## src/rtl/pulse_burst_scheduler_if.sv

```systemverilog
// Request/grant/pulse bundle between requesters and the shared pulse-burst scheduler.
// The master modport belongs to the requester side and the slave modport to the scheduler.
interface pulse_burst_scheduler_if #(
  parameter int unsigned NUM_REQ = 4,
  parameter int unsigned CNT_W   = 8,
  parameter int unsigned INT_W   = 8,
  parameter int unsigned ID_W    = 2
);
  logic [NUM_REQ-1:0]       req;
  logic [NUM_REQ*CNT_W-1:0] req_len;
  logic [INT_W-1:0]         interval;
  logic [NUM_REQ-1:0]       grant;
  logic [ID_W-1:0]          grant_id;
  logic                     busy;
  logic                     pulse_out;
  logic                     done;
  logic [ID_W-1:0]          done_id;

  modport master (
    output req, req_len, interval,
    input  grant, grant_id, busy, pulse_out, done, done_id
  );

  modport slave (
    input  req, req_len, interval,
    output grant, grant_id, busy, pulse_out, done, done_id
  );
endinterface

```

## src/rtl/pulse_burst_scheduler.sv

```systemverilog
// Round-robin scheduler that shares one pulse-train timer between NUM_REQ requesters.
// The granted requester gets a burst of single-cycle pulses, followed by a one-cycle done strobe.
module pulse_burst_scheduler #(
  parameter int unsigned NUM_REQ = 4,
  parameter int unsigned CNT_W   = 8,
  parameter int unsigned INT_W   = 8,
  parameter int unsigned ID_W    = 2
) (
  input logic                     clk,
  input logic                     rst_n,
  pulse_burst_scheduler_if.slave  bus
);

  typedef enum logic [1:0] {StIdle, StRun, StDone} state_e;

  state_e             state_q, state_d;
  logic [ID_W-1:0]    ptr_q, ptr_d;
  logic [CNT_W-1:0]   len_q, len_d;
  logic [INT_W-1:0]   int_q, int_d;
  logic [INT_W-1:0]   icnt_q, icnt_d;
  logic [CNT_W-1:0]   pcnt_q, pcnt_d;
  logic [NUM_REQ-1:0] grant_q, grant_d;
  logic [ID_W-1:0]    grant_id_q, grant_id_d;
  logic               busy_q, busy_d;
  logic               pulse_q, pulse_d;
  logic               done_q, done_d;
  logic [ID_W-1:0]    done_id_q, done_id_d;

  logic [2*NUM_REQ-1:0] req_dbl;
  logic [NUM_REQ-1:0]   req_rot;
  logic                 arb_found;
  int unsigned          arb_off;
  logic [ID_W-1:0]      arb_id;
  logic [CNT_W-1:0]     arb_len;
  logic [INT_W-1:0]     eff_int;
  logic [ID_W-1:0]      ptr_next;

  // Rotate requests so bit 0 is the pointer position; the first set bit wins.
  always_comb begin
    req_dbl   = {bus.req, bus.req} >> ptr_q;
    req_rot   = req_dbl[NUM_REQ-1:0];
    arb_found = 1'b0;
    arb_off   = 0;
    for (int unsigned i = 0; i < NUM_REQ; i++) begin
      if (!arb_found && req_rot[i]) begin
        arb_found = 1'b1;
        arb_off   = i;
      end
    end
    arb_id = ID_W'((int'(ptr_q) + arb_off) % NUM_REQ);
  end

  always_comb begin
    arb_len = '0;
    for (int unsigned i = 0; i < NUM_REQ; i++) begin
      if (ID_W'(i) == arb_id) begin
        arb_len = bus.req_len[i*CNT_W +: CNT_W];
      end
    end
  end

  // Interval 0 and 1 both mean a pulse every cycle.
  assign eff_int  = (bus.interval <= INT_W'(1)) ? INT_W'(1) : bus.interval;
  assign ptr_next = (grant_id_q == ID_W'(NUM_REQ - 1)) ? '0 : grant_id_q + ID_W'(1);

  always_comb begin
    state_d    = state_q;
    ptr_d      = ptr_q;
    len_d      = len_q;
    int_d      = int_q;
    icnt_d     = icnt_q;
    pcnt_d     = pcnt_q;
    grant_d    = grant_q;
    grant_id_d = grant_id_q;
    busy_d     = busy_q;
    pulse_d    = 1'b0;
    done_d     = 1'b0;
    done_id_d  = done_id_q;

    unique case (state_q)
      StIdle: begin
        if (arb_found) begin
          state_d    = StRun;
          grant_d    = NUM_REQ'(1) << arb_id;
          grant_id_d = arb_id;
          busy_d     = 1'b1;
          len_d      = arb_len;
          int_d      = eff_int;
          icnt_d     = '0;
          pcnt_d     = '0;
        end
      end
      StRun: begin
        // Checking the pulse count first keeps a zero-length burst pulse-free.
        if (pcnt_q == len_q) begin
          state_d   = StDone;
          grant_d   = '0;
          busy_d    = 1'b0;
          done_d    = 1'b1;
          done_id_d = grant_id_q;
          ptr_d     = ptr_next;
        end else if (icnt_q == int_q - INT_W'(1)) begin
          icnt_d  = '0;
          pulse_d = 1'b1;
          pcnt_d  = pcnt_q + CNT_W'(1);
        end else begin
          icnt_d = icnt_q + INT_W'(1);
        end
      end
      StDone: begin
        state_d = StIdle;
      end
      default: begin
        state_d = StIdle;
      end
    endcase
  end

  always_ff @(posedge clk) begin
    if (!rst_n) begin
      state_q    <= StIdle;
      ptr_q      <= '0;
      len_q      <= '0;
      int_q      <= '0;
      icnt_q     <= '0;
      pcnt_q     <= '0;
      grant_q    <= '0;
      grant_id_q <= '0;
      busy_q     <= 1'b0;
      pulse_q    <= 1'b0;
      done_q     <= 1'b0;
      done_id_q  <= '0;
    end else begin
      state_q    <= state_d;
      ptr_q      <= ptr_d;
      len_q      <= len_d;
      int_q      <= int_d;
      icnt_q     <= icnt_d;
      pcnt_q     <= pcnt_d;
      grant_q    <= grant_d;
      grant_id_q <= grant_id_d;
      busy_q     <= busy_d;
      pulse_q    <= pulse_d;
      done_q     <= done_d;
      done_id_q  <= done_id_d;
    end
  end

  assign bus.grant     = grant_q;
  assign bus.grant_id  = grant_id_q;
  assign bus.busy      = busy_q;
  assign bus.pulse_out = pulse_q;
  assign bus.done      = done_q;
  assign bus.done_id   = done_id_q;

  grant_onehot_a: assert property (@(posedge clk) disable iff (!rst_n) $onehot0(grant_q));
  pulse_in_run_a: assert property (@(posedge clk) disable iff (!rst_n)
                                   pulse_q |-> (state_q == StRun));
  busy_grant_a:   assert property (@(posedge clk) disable iff (!rst_n)
                                   busy_q == (grant_q != '0));

endmodule

```

## src/flat_wrapper.sv

```systemverilog
// flat-port wrapper written by rule: the top's interface ports become plain ports
module pulse_burst_scheduler_flat 
#(
  parameter int unsigned NUM_REQ = 4,
  parameter int unsigned CNT_W   = 8,
  parameter int unsigned INT_W   = 8,
  parameter int unsigned ID_W    = 2
)
  (clk, rst_n, bus_req, bus_req_len, bus_interval, bus_grant, bus_grant_id, bus_busy, bus_pulse_out, bus_done, bus_done_id);
  pulse_burst_scheduler_if #(.NUM_REQ(NUM_REQ), .CNT_W(CNT_W), .INT_W(INT_W), .ID_W(ID_W)) bus_i ();
  input logic clk;
  input logic rst_n;
  input wire logic [$bits(bus_i.req)-1:0] bus_req;
  input wire logic [$bits(bus_i.req_len)-1:0] bus_req_len;
  input wire logic [$bits(bus_i.interval)-1:0] bus_interval;
  output wire logic [$bits(bus_i.grant)-1:0] bus_grant;
  output wire logic [$bits(bus_i.grant_id)-1:0] bus_grant_id;
  output wire logic [$bits(bus_i.busy)-1:0] bus_busy;
  output wire logic [$bits(bus_i.pulse_out)-1:0] bus_pulse_out;
  output wire logic [$bits(bus_i.done)-1:0] bus_done;
  output wire logic [$bits(bus_i.done_id)-1:0] bus_done_id;
  assign bus_i.req = bus_req;
  assign bus_i.req_len = bus_req_len;
  assign bus_i.interval = bus_interval;
  assign bus_grant = bus_i.grant;
  assign bus_grant_id = bus_i.grant_id;
  assign bus_busy = bus_i.busy;
  assign bus_pulse_out = bus_i.pulse_out;
  assign bus_done = bus_i.done;
  assign bus_done_id = bus_i.done_id;
  pulse_burst_scheduler #(.NUM_REQ(NUM_REQ), .CNT_W(CNT_W), .INT_W(INT_W), .ID_W(ID_W)) u_core (.clk(clk), .rst_n(rst_n), .bus(bus_i));
endmodule
```

## config.mk

```make
export PLATFORM = sky130hd
export DESIGN_NAME = pulse_burst_scheduler_flat
export DESIGN_NICKNAME = d
export VERILOG_FILES = /design/src/rtl/pulse_burst_scheduler_if.sv /design/src/rtl/pulse_burst_scheduler.sv /design/src/flat_wrapper.sv
export SDC_FILE = /design/constraint.sdc
export NUM_CORES = 1
export LEC_CHECK = 0
export BUFFER_PORTS_ARGS = -buffer_cell sky130_fd_sc_hd__buf_2
export CAP_MARGIN = 40
export CORE_MARGIN = 5
export CORE_UTILIZATION = 35
export DETAILED_ROUTE_END_ITERATION = 7
export HOLD_SLACK_MARGIN = 0.05
export MAX_ROUTING_LAYER = met4
export SLEW_MARGIN = 20
export SYNTH_ARGS = -nofsm -noshare
export SYNTH_HDL_FRONTEND = slang
export SYNTH_SLANG_ARGS = --single-unit
```

## constraint.sdc

```tcl
create_clock -name clk -period 6.7 [get_ports clk]
set_input_delay 0.67 -clock clk [delete_from_list [all_inputs] [get_ports clk]]
set_output_delay 0.67 -clock clk [all_outputs]
set_load 0.01 [all_outputs]
```

==> results of run 1 <==
-- flip-flops by register name (all words and copies together), names as in the netlist --
register,count
u_core.icnt_q,8
u_core.int_q,8
u_core.len_q,8
u_core.pcnt_q,8
u_core.bus.grant,4
u_core.bus.done_id,2
u_core.bus.grant_id,2
u_core.ptr_q,2
u_core.state_q,2
u_core.bus.busy,1
u_core.bus.done,1
u_core.bus.pulse_out,1
-- worst max path at each step --
stage | to | slack (ns) | depth (start not counted)
after detailed placement | u_core.len_q[0]$_SDFFE_PN0P_ | 3.53 | 11
after CTS | u_core.len_q[0]$_SDFFE_PN0P_ | 3.79 | 9
after global placement | u_core.len_q[1]$_SDFFE_PN0P_ | 3.58 | 11
after global routing | u_core.len_q[1]$_SDFFE_PN0P_ | 3.44 | 9
after floorplan | u_core.len_q[0]$_SDFFE_PN0P_ | 4.07 | 11
final | u_core.len_q[0]$_SDFFE_PN0P_ | 3.73 | 9
-- critical path: stages, from the launching register on --
cell and delay [ns]:
dfxtp_1 0.55, nor2_1 0.09, a221oi_1 0.30, o21ai_0 0.12
ha_1 0.20, xnor2_1 0.19, or3_1 0.45, nand2_2 0.30
a2111oi_0 0.56, nor4_1 0.08
-- stage by stage --
stage	hold WS (ns)	utilization
floorplan	0.450	-
global placement	0.464	0.402
detailed placement	0.478	0.407
CTS	0.492	0.426
global route	0.523	0.426
finish	0.485	0.426
-- layout make-up --
cell class | count | area (µm²)
timing repair buffer | 59 | 323
multi-input combinational | 241 | 1510
clock buffer | 5 | 68.8
clock inverter | 3 | 67.6
fill | 721 | 4120
sequential | 47 | 941
inverter | 6 | 22.5
tap | 99 | 124
-- cells in the mapped netlist (3+ instances only) --
library cell  count  share of area
a21oi_1          18          0.035
mux2i_1           4          0.016
nand2_1          25          0.037
xor2_1           13          0.045
xnor2_1          19          0.065
nor4_1           15          0.037
o21ai_0           4         0.0078
nor2_1           44          0.065
nor3_1            9          0.018
or3_1             3         0.0073
and3_1           15          0.037
a2111oi_0         7          0.024
dfxtp_1          47           0.37
a32oi_1           4          0.014
nand4_1           7          0.017
ha_1              5          0.024
nand3_1           8          0.016
inv_1             5         0.0073
buf_2             3         0.0059
clkbuf_1         11          0.016
a211oi_1          9          0.026
-- cell families (layout without fill, tap and decap cells) --
logic type	count (synthesis)	after routing	synth area share
compound gates	57	57	0.154
xor+xnor	32	32	0.110
fa+ha+maj	5	5	0.0245
buf+inv	23	73	0.0416
flops	47	47	0.368
mux	5	5	0.0201
simple gates	142	142	0.282
-- report_power, final --
| part | total [mW] | internal, mW | leakage (nW) | switching, mW |
|---|---|---|---|---|
| Combinational | 0.196 | 0.0799 | 0.802 | 0.116 |
| Sequential | 0.329 | 0.305 | 0.384 | 0.0245 |
| Clock | 0.248 | 0.149 | 0.0644 | 0.0996 |
| Total | 0.773 | 0.533 | 1.25 | 0.240 |
-- layer usage --
layer,GRT usage,up-vias,part of all wire,wire length (µm)
met2,0.231,56,0.46,2990
met1,0.204,1133,0.49,3180
met4,0.0557,0,0.016,104
met3,0.0205,9,0.028,181
met5,-,-,0,0
li1,-,1229,-,-
-- layout by cell type (no fill, tap or decap), types with 5 or more instances in the layout --
| cell type | synthesis | routed |
|---|---|---|
| ha_1 | 5 | 5 |
| nand2_1 | 25 | 25 |
| dfxtp_1 | 47 | 47 |
| nand4_1 | 7 | 7 |
| buf_2 | 3 | 56 |
| nand3_1 | 8 | 8 |
| a2111oi_0 | 7 | 7 |
| and3_1 | 15 | 15 |
| xnor2_1 | 19 | 19 |
| xor2_1 | 13 | 13 |
| nor3_1 | 9 | 9 |
| clkbuf_8 | 0 | 5 |
| a21oi_1 | 18 | 18 |
| nor4_1 | 15 | 15 |
| a211oi_1 | 9 | 8 |
| nor2_1 | 44 | 44 |
| inv_1 | 5 | 5 |
==> run summary, run 1 <==
Status -> completed
Setup Buffers After CTS -> 0
CP arrival -> 3.14 ns
Post-route ant nets -> 0
Setup TNS -> 0 ns
GP Congestion -> 0.841
H-tree levels -> 2
Number of flops mapped to enable cells by yosys -> 0
Chip height -> 95.4 µm
CP Capture Type -> flip-flop
GRT Util Overall -> 0.151
Initial antenna violation count -> 0
Layout cells sized above 1 -> 0.213
Clock-pin slew on the worst setup and hold paths -> 0.09 ns
Total power -> 773 µW
Pin count of the biggest net entering global routing -> 24
Crit. Startpoint -> u_core.ptr_q[0]$_SDFFE_PN0P_
Placed inst area -> 2920 µm²
Number of instances in the placed design -> 452
CTS tree -> yes
Cts repair resizes -> 0
Overflow after GRT -> 0
Post-Place Worst Slack -> 3.53 ns
Worst setup SP type -> flip-flop
Vias per cell -> 5.28
PwrDens -> 253 nW/µm²
Unrepaired setup endpoints after global routing -> no
Max-cap violations -> 0
Slew @ Worst Pin -> 0.733 ns
I/O pins -> 57
Hold wc startpoint -> u_core.int_q[7]$_SDFFE_PN0P_
Worst Hold Endpoint -> u_core.int_q[7]$_SDFFE_PN0P_
Core Area -> 7180 µm²
Die area -> 9110 µm²
Post-synth top flop -> dfxtp_1
Final wirelength -> 6450 µm
Worst slew margin -> 0.505
Seq cells post-synth -> 47
Vias in the first global route -> 2261
First-pass GRT wire length -> 10800 µm
Hold Buf Count CTS -> 0
Max FO, Critical Path -> 18
Clock Tree Root -> clkbuf_8
Yosys cell types -> 51
Nets -> 411
Mapped cell area -> 2550 µm²
Worst Reg2Reg Path Length in Cells -> 9
Synth-to-Final Area Change -> 19.7%
Peak supply drop -> 0.000100 V
# diodes -> 0
Crit Path Class -> reg -> reg
Ys async rst share -> 0
Starting Density -> 0.356
CTS max path bufs -> 2
WL/cell -> 14.0 µm
Leak -> 1.25 nW
Max-slew violations -> 0
Syn_area_per_cell -> 8.22 µm²
First-pass DRT Iterations -> 4
Number of clock sinks -> 47
Period utilization -> 0.443
Final-report hold violation count -> 0
Row Count -> 31
Final WS setup -> 3.73 ns
Drt initial violations -> 85
Final setup fails -> 0
Reg2Reg Setup Slack -> 3.73 ns
Clk_skew -> 0.0103 ns
Die Wd -> 95.4 µm
Max Freq -> 0.337 GHz
Port bufs -> 56
Finished Layout Cells -> 460
Hold Crit Class -> reg -> reg
RR Endpoint -> u_core.len_q[0]$_SDFFE_PN0P_
Num CTS Buffers -> 5
DP HPWL -> 4770 µm
# DRC -> 0
WP data required -> 6.87 ns
Hold depth -> 2
Ys Warns -> 0
Fin area -> 3060 µm²
Cells after Synth -> 311
Min Tclk post-route -> 2.97 ns
Post-Syn Nets -> 362
Clock Latency Late Sink -> 0.30 ns
Vias -> 2427
Post-synthesis sequential area ratio -> 0.368
Reg-to-Reg Start -> u_core.ptr_q[0]$_SDFFE_PN0P_
Note: power is estimated with default switching activity, not from simulation.
==> run 2: changes to the inputs <==
==> constraint.sdc (replaced) <==
create_clock -name clk -period 2.5 [get_ports clk]
set_input_delay 0.25 -clock clk [delete_from_list [all_inputs] [get_ports clk]]
set_output_delay 0.25 -clock clk [all_outputs]
set_load 0.01 [all_outputs]
==> run 2 against run 1 <==
Compared with the run above: clock-buffer cell count is the same; hold slack lost 0.30 ns; via count grew 3.2%.
==> run summary, run 2 (synthesis gave the netlist of run 1 again) <==
Status -> completed
Final wirelength -> 6960 µm
Fin area -> 3410 µm²
Hold Crit Class -> in -> reg
# DRC -> 0
Die area -> 9110 µm²
Nets -> 439
CTS max path bufs -> 2
Hold WS -> 0.181 ns
I/O pins -> 57
Synth-to-Final Area Change -> 33.3%
Final setup fails -> 0
Core Area -> 7180 µm²
Post-Place Worst Slack -> -0.266 ns
Finished Layout Cells -> 488
CP Capture Type -> flip-flop
Most frequent cells in the layout -> 56 x buf_2, 45 x dfxtp_1, 43 x nor2_1
Port bufs -> 56
Final-report hold violation count -> 0
Hold Buf Count CTS -> 0
Vias per cell -> 5.13
CP arrival -> 2.62 ns
Max FO, Critical Path -> 6
Period utilization -> 0.971
PwrDens -> 603 nW/µm²
Chip height -> 95.4 µm
Hold depth -> 3
Placed inst area -> 3110 µm²
Peak supply drop -> 0.000348 V
Worst slew margin -> 0.726
Drt initial violations -> 114
Post-route ant nets -> 0
Initial antenna violation count -> 0
Overflow after GRT -> 0
Max-cap violations -> 0
Setup Buffers After CTS -> 0
Clock-pin slew on the worst setup and hold paths -> 0.10 ns
Number of clock sinks -> 47
DP HPWL -> 5070 µm
Row Count -> 31
Worst setup SP type -> flip-flop
Commonest non-fill, non-tap cell in the layout -> buf_2
Leak -> 1.39 nW
WL/cell -> 14.3 µm
CTS tree -> yes
Min Tclk post-route -> 2.43 ns
GRT Util Overall -> 0.158
Core Util, Final -> 0.475
Num CTS Buffers -> 5
Clk_skew -> 0.00743 ns
Starting Density -> 0.356
First-pass DRT Iterations -> 4
Vias -> 2504
Pin count of the biggest net entering global routing -> 31
# diodes -> 0
Final WS setup -> 0.0733 ns
GP Congestion -> 0.864
Slew @ Worst Pin -> 0.411 ns
Die Wd -> 95.4 µm
Worst Reg2Reg Path Length in Cells -> 9
H-tree levels -> 2
Max-slew violations -> 0
WP data required -> 2.69 ns
First-pass GRT wire length -> 11200 µm
Vias in the first global route -> 2459
Total power -> 2.05 mW
Setup TNS -> 0 ns
Clock Latency Late Sink -> 0.31 ns
Layout cells sized above 1 -> 0.311
Max Freq -> 0.412 GHz
Reg2Reg Setup Slack -> 0.07 ns
Clock Tree Root -> clkbuf_8
Crit Path Class -> reg -> reg
Number of fill cells -> 701
Number of instances in the placed design -> 478
## run 2: cell count changes in the layout (fill, tap and decap cells not counted), sizes merged
| cell | previous run | this run |
|---|---|---|
| buf | 59 | 86 |
| bufinv | 2 | 0 |
| clkinvlp | 1 | 2 |
| inv | 6 | 7 |
| or3 | 3 | 4 |
## run 2: path summary, 6_finish.rpt
kind	end	from
worst min register to register	u_core.int_q[7]$_SDFFE_PN0P_	u_core.int_q[7]$_SDFFE_PN0P_
worst max register to register	u_core.len_q[0]$_SDFFE_PN0P_	u_core.ptr_q[0]$_SDFFE_PN0P_
worst min-delay path	u_core.int_q[3]$_SDFFE_PN0P_	bus_interval[3]
worst max-delay path	u_core.len_q[0]$_SDFFE_PN0P_	u_core.ptr_q[0]$_SDFFE_PN0P_
## run 2: where the power goes
part / switching [mW] / internal [mW]
Clock: 0.285 / 0.201
Sequential: 0.0631 / 0.817
Combinational: 0.384 / 0.304
Total: 0.732 / 1.32
## run 2: critical path, stage by stage (launching register included)
cell and delay [ns]:
dfxtp_4 0.37, nor2b_1 0.14, a221oi_1 0.24, o21ai_1 0.10, ha_2 0.21, xnor2_4 0.14
or3_4 0.43, and3_1 0.23, a2111oi_4 0.35, nor4_1 0.08
## run 2: final cells by class
cell class / instances / area, µm² / share of cell area
inverter: 6 / 22.5 / 0.00661
clock buffer: 5 / 68.8 / 0.0202
multi-input combinational: 242 / 1700 / 0.498
tap: 99 / 124 / 0.0364
sequential: 47 / 946 / 0.278
clock inverter: 3 / 23.8 / 0.00698
timing repair buffer: 86 / 526 / 0.154
## run 2: routing by layer
metal	up-vias	track usage	share of wire
li1	1281	-	-
met3	6	0.0213	0.023
met4	0	0.0367	0.0080
met2	40	0.252	0.47
met1	1177	0.212	0.50
met5	-	-	0
## run 2: repair_timing
item / CTS / global route
endpoints found under the setup margin: 8 / 15
pin swaps: 0 / 3
gates resized for setup: 11 / 26
gates cloned: 0 / 1
==> run 3: changes to the inputs <==
--- a/config.mk
+++ b/config.mk
@@ -10,8 +10,10 @@
 export CORE_MARGIN = 5
 export CORE_UTILIZATION = 35
 export DETAILED_ROUTE_END_ITERATION = 7
+export GPL_ROUTABILITY_DRIVEN = 0
 export HOLD_SLACK_MARGIN = 0.05
 export MAX_ROUTING_LAYER = met4
+export PLACE_DENSITY_LB_ADDON = 0.15
 export SLEW_MARGIN = 20
 export SYNTH_ARGS = -nofsm -noshare
 export SYNTH_HDL_FRONTEND = slang
==> run 3 against run 2 <==
Compared with the run above: cell count down 0.41%; clock-buffer cell count unchanged; combinational power down 1%; largest power group unchanged.
==> run summary, run 3 (synthesis gave the netlist of run 1 again) <==
Clock Tree Root -> clkbuf_8
H-tree levels -> 2
Post-route ant nets -> 0
Crit Path Class -> reg -> reg
Die area -> 9110 µm²
Status -> completed
Number of instances in the placed design -> 477
Period utilization -> 0.975
CP arrival -> 2.62 ns
Setup Buffers After CTS -> 0
DP HPWL -> 5050 µm
CTS max path bufs -> 2
Port bufs -> 56
Clk_skew -> 0.00537 ns
Max-slew violations -> 0
Die Wd -> 95.4 µm
Unrepaired setup endpoints after global routing -> yes
Fin area -> 3380 µm²
First-pass GRT wire length -> 11200 µm
Initial antenna violation count -> 0
Commonest non-fill, non-tap cell in the layout -> buf_2
Max FO, Critical Path -> 7
Slew @ Worst Pin -> 0.726 ns
# DRC -> 0
Max Freq -> 0.410 GHz
# diodes -> 0
CTS tree -> yes
WP data required -> 2.69 ns
I/O pins -> 57
CP Capture Type -> flip-flop
Pin count of the biggest net entering global routing -> 31
Clock Latency Late Sink -> 0.31 ns
Layout cells sized above 1 -> 0.313
Num CTS Buffers -> 5
Worst setup SP type -> flip-flop
Min Tclk post-route -> 2.44 ns
Vias per cell -> 5.11
Most frequent cells in the layout -> 56 x buf_2, 46 x dfxtp_1, 44 x nor2_1
Row Count -> 31
WL/cell -> 13.9 µm
Clock-pin slew on the worst setup and hold paths -> 0.09 ns
Worst slew margin -> 0.516
Final setup fails -> 0
Hold wc startpoint -> bus_interval[5]
Finished Layout Cells -> 486
Final wirelength -> 6750 µm
Drt initial violations -> 77
Nets -> 437
Total power -> 2.03 mW
Leak -> 1.37 nW
Overflow after GRT -> 0
GRT Util Overall -> 0.160
PwrDens -> 602 nW/µm²
Synth-to-Final Area Change -> 32.2%
Number of fill cells -> 695
Starting Density -> 0.356
Vias in the first global route -> 2356
Vias -> 2485
Peak supply drop -> 0.000222 V
Reg-to-Reg Start -> u_core.ptr_q[0]$_SDFFE_PN0P_
Placed inst area -> 3090 µm²
Hold Crit Class -> in -> reg
Crit. Startpoint -> u_core.ptr_q[0]$_SDFFE_PN0P_
Core Area -> 7180 µm²
Max-cap violations -> 0
Chip height -> 95.4 µm
Number of clock sinks -> 47
Final-report hold violation count -> 0
First-pass DRT Iterations -> 4
-- run 3: cell count changes in the layout (fill, tap and decap cells not counted), sizes merged --
cell	change
buf	-2
-- run 3: metal layers --
layer	track usage	wire length, µm	up-vias	part of all wire
met5	-	0	-	0
met4	0.0415	47	0	0.0070
met3	0.0284	154	4	0.023
met2	0.245	3230	32	0.48
met1	0.218	3320	1168	0.49
li1	-	-	1281	-
-- run 3: layout make-up --
type	instances	area, µm²	share of cell area
Sequential cell	47	945	0.280
Multi-Input combinational cell	242	1700	0.503
Clock buffer	5	68.8	0.0204
Timing Repair Buffer	84	494	0.146
Clock inverter	3	23.8	0.00704
Tap cell	99	124	0.0367
Inverter	6	22.5	0.00667
-- run 3: worst max-delay path, cell delays in order, from the launching register on --
cell and delay, ns:
dfxtp_4 0.37, buf_4 0.15, nor4_4 0.26, a21oi_1 0.06
o21ai_1 0.09, ha_2 0.21, xnor2_2 0.08, or3_4 0.41
and3_1 0.21, a2111oi_2 0.38, nor4_1 0.09
-- run 3: what timing repair did --
item	CTS	global route
hold buffers	0	0
gates resized for setup	16	21
endpoints found under the hold margin	0	0
gates cloned	0	1
pin swaps	0	8
endpoints found under the setup margin	8	8
-- run 3: final timing paths --
kind | to | slack (ns) | cells after the start
setup / recovery | u_core.len_q[7]$_SDFFE_PN0P_ | 0.06 | 10
hold / removal | u_core.int_q[5]$_SDFFE_PN0P_ | 0.18 | 3
setup reg to reg | u_core.len_q[7]$_SDFFE_PN0P_ | 0.06 | 10
hold reg to reg | u_core.int_q[7]$_SDFFE_PN0P_ | 0.47 | 2
-- run 3: through the flow --
stage | setup slack [ns] | TNS, ns | util | hold slack (ns)
after global routing | -0.0727 | -0.315 | 0.471 | 0.187
after floorplan | 0.0399 | 0 | - | 0.368
after detailed placement | -0.361 | -1.78 | 0.431 | 0.467
final | 0.0636 | 0 | 0.471 | 0.182
after global placement | -0.316 | -1.61 | 0.431 | 0.460
after CTS | 0.0185 | 0 | 0.452 | 0.170
-- run 3: power breakdown --
part | total (mW) | switching (mW) | internal, mW
Sequential | 0.877 | 0.0605 | 0.817
Clock | 0.478 | 0.278 | 0.200
Combinational | 0.678 | 0.379 | 0.299
Total | 2.03 | 0.717 | 1.32
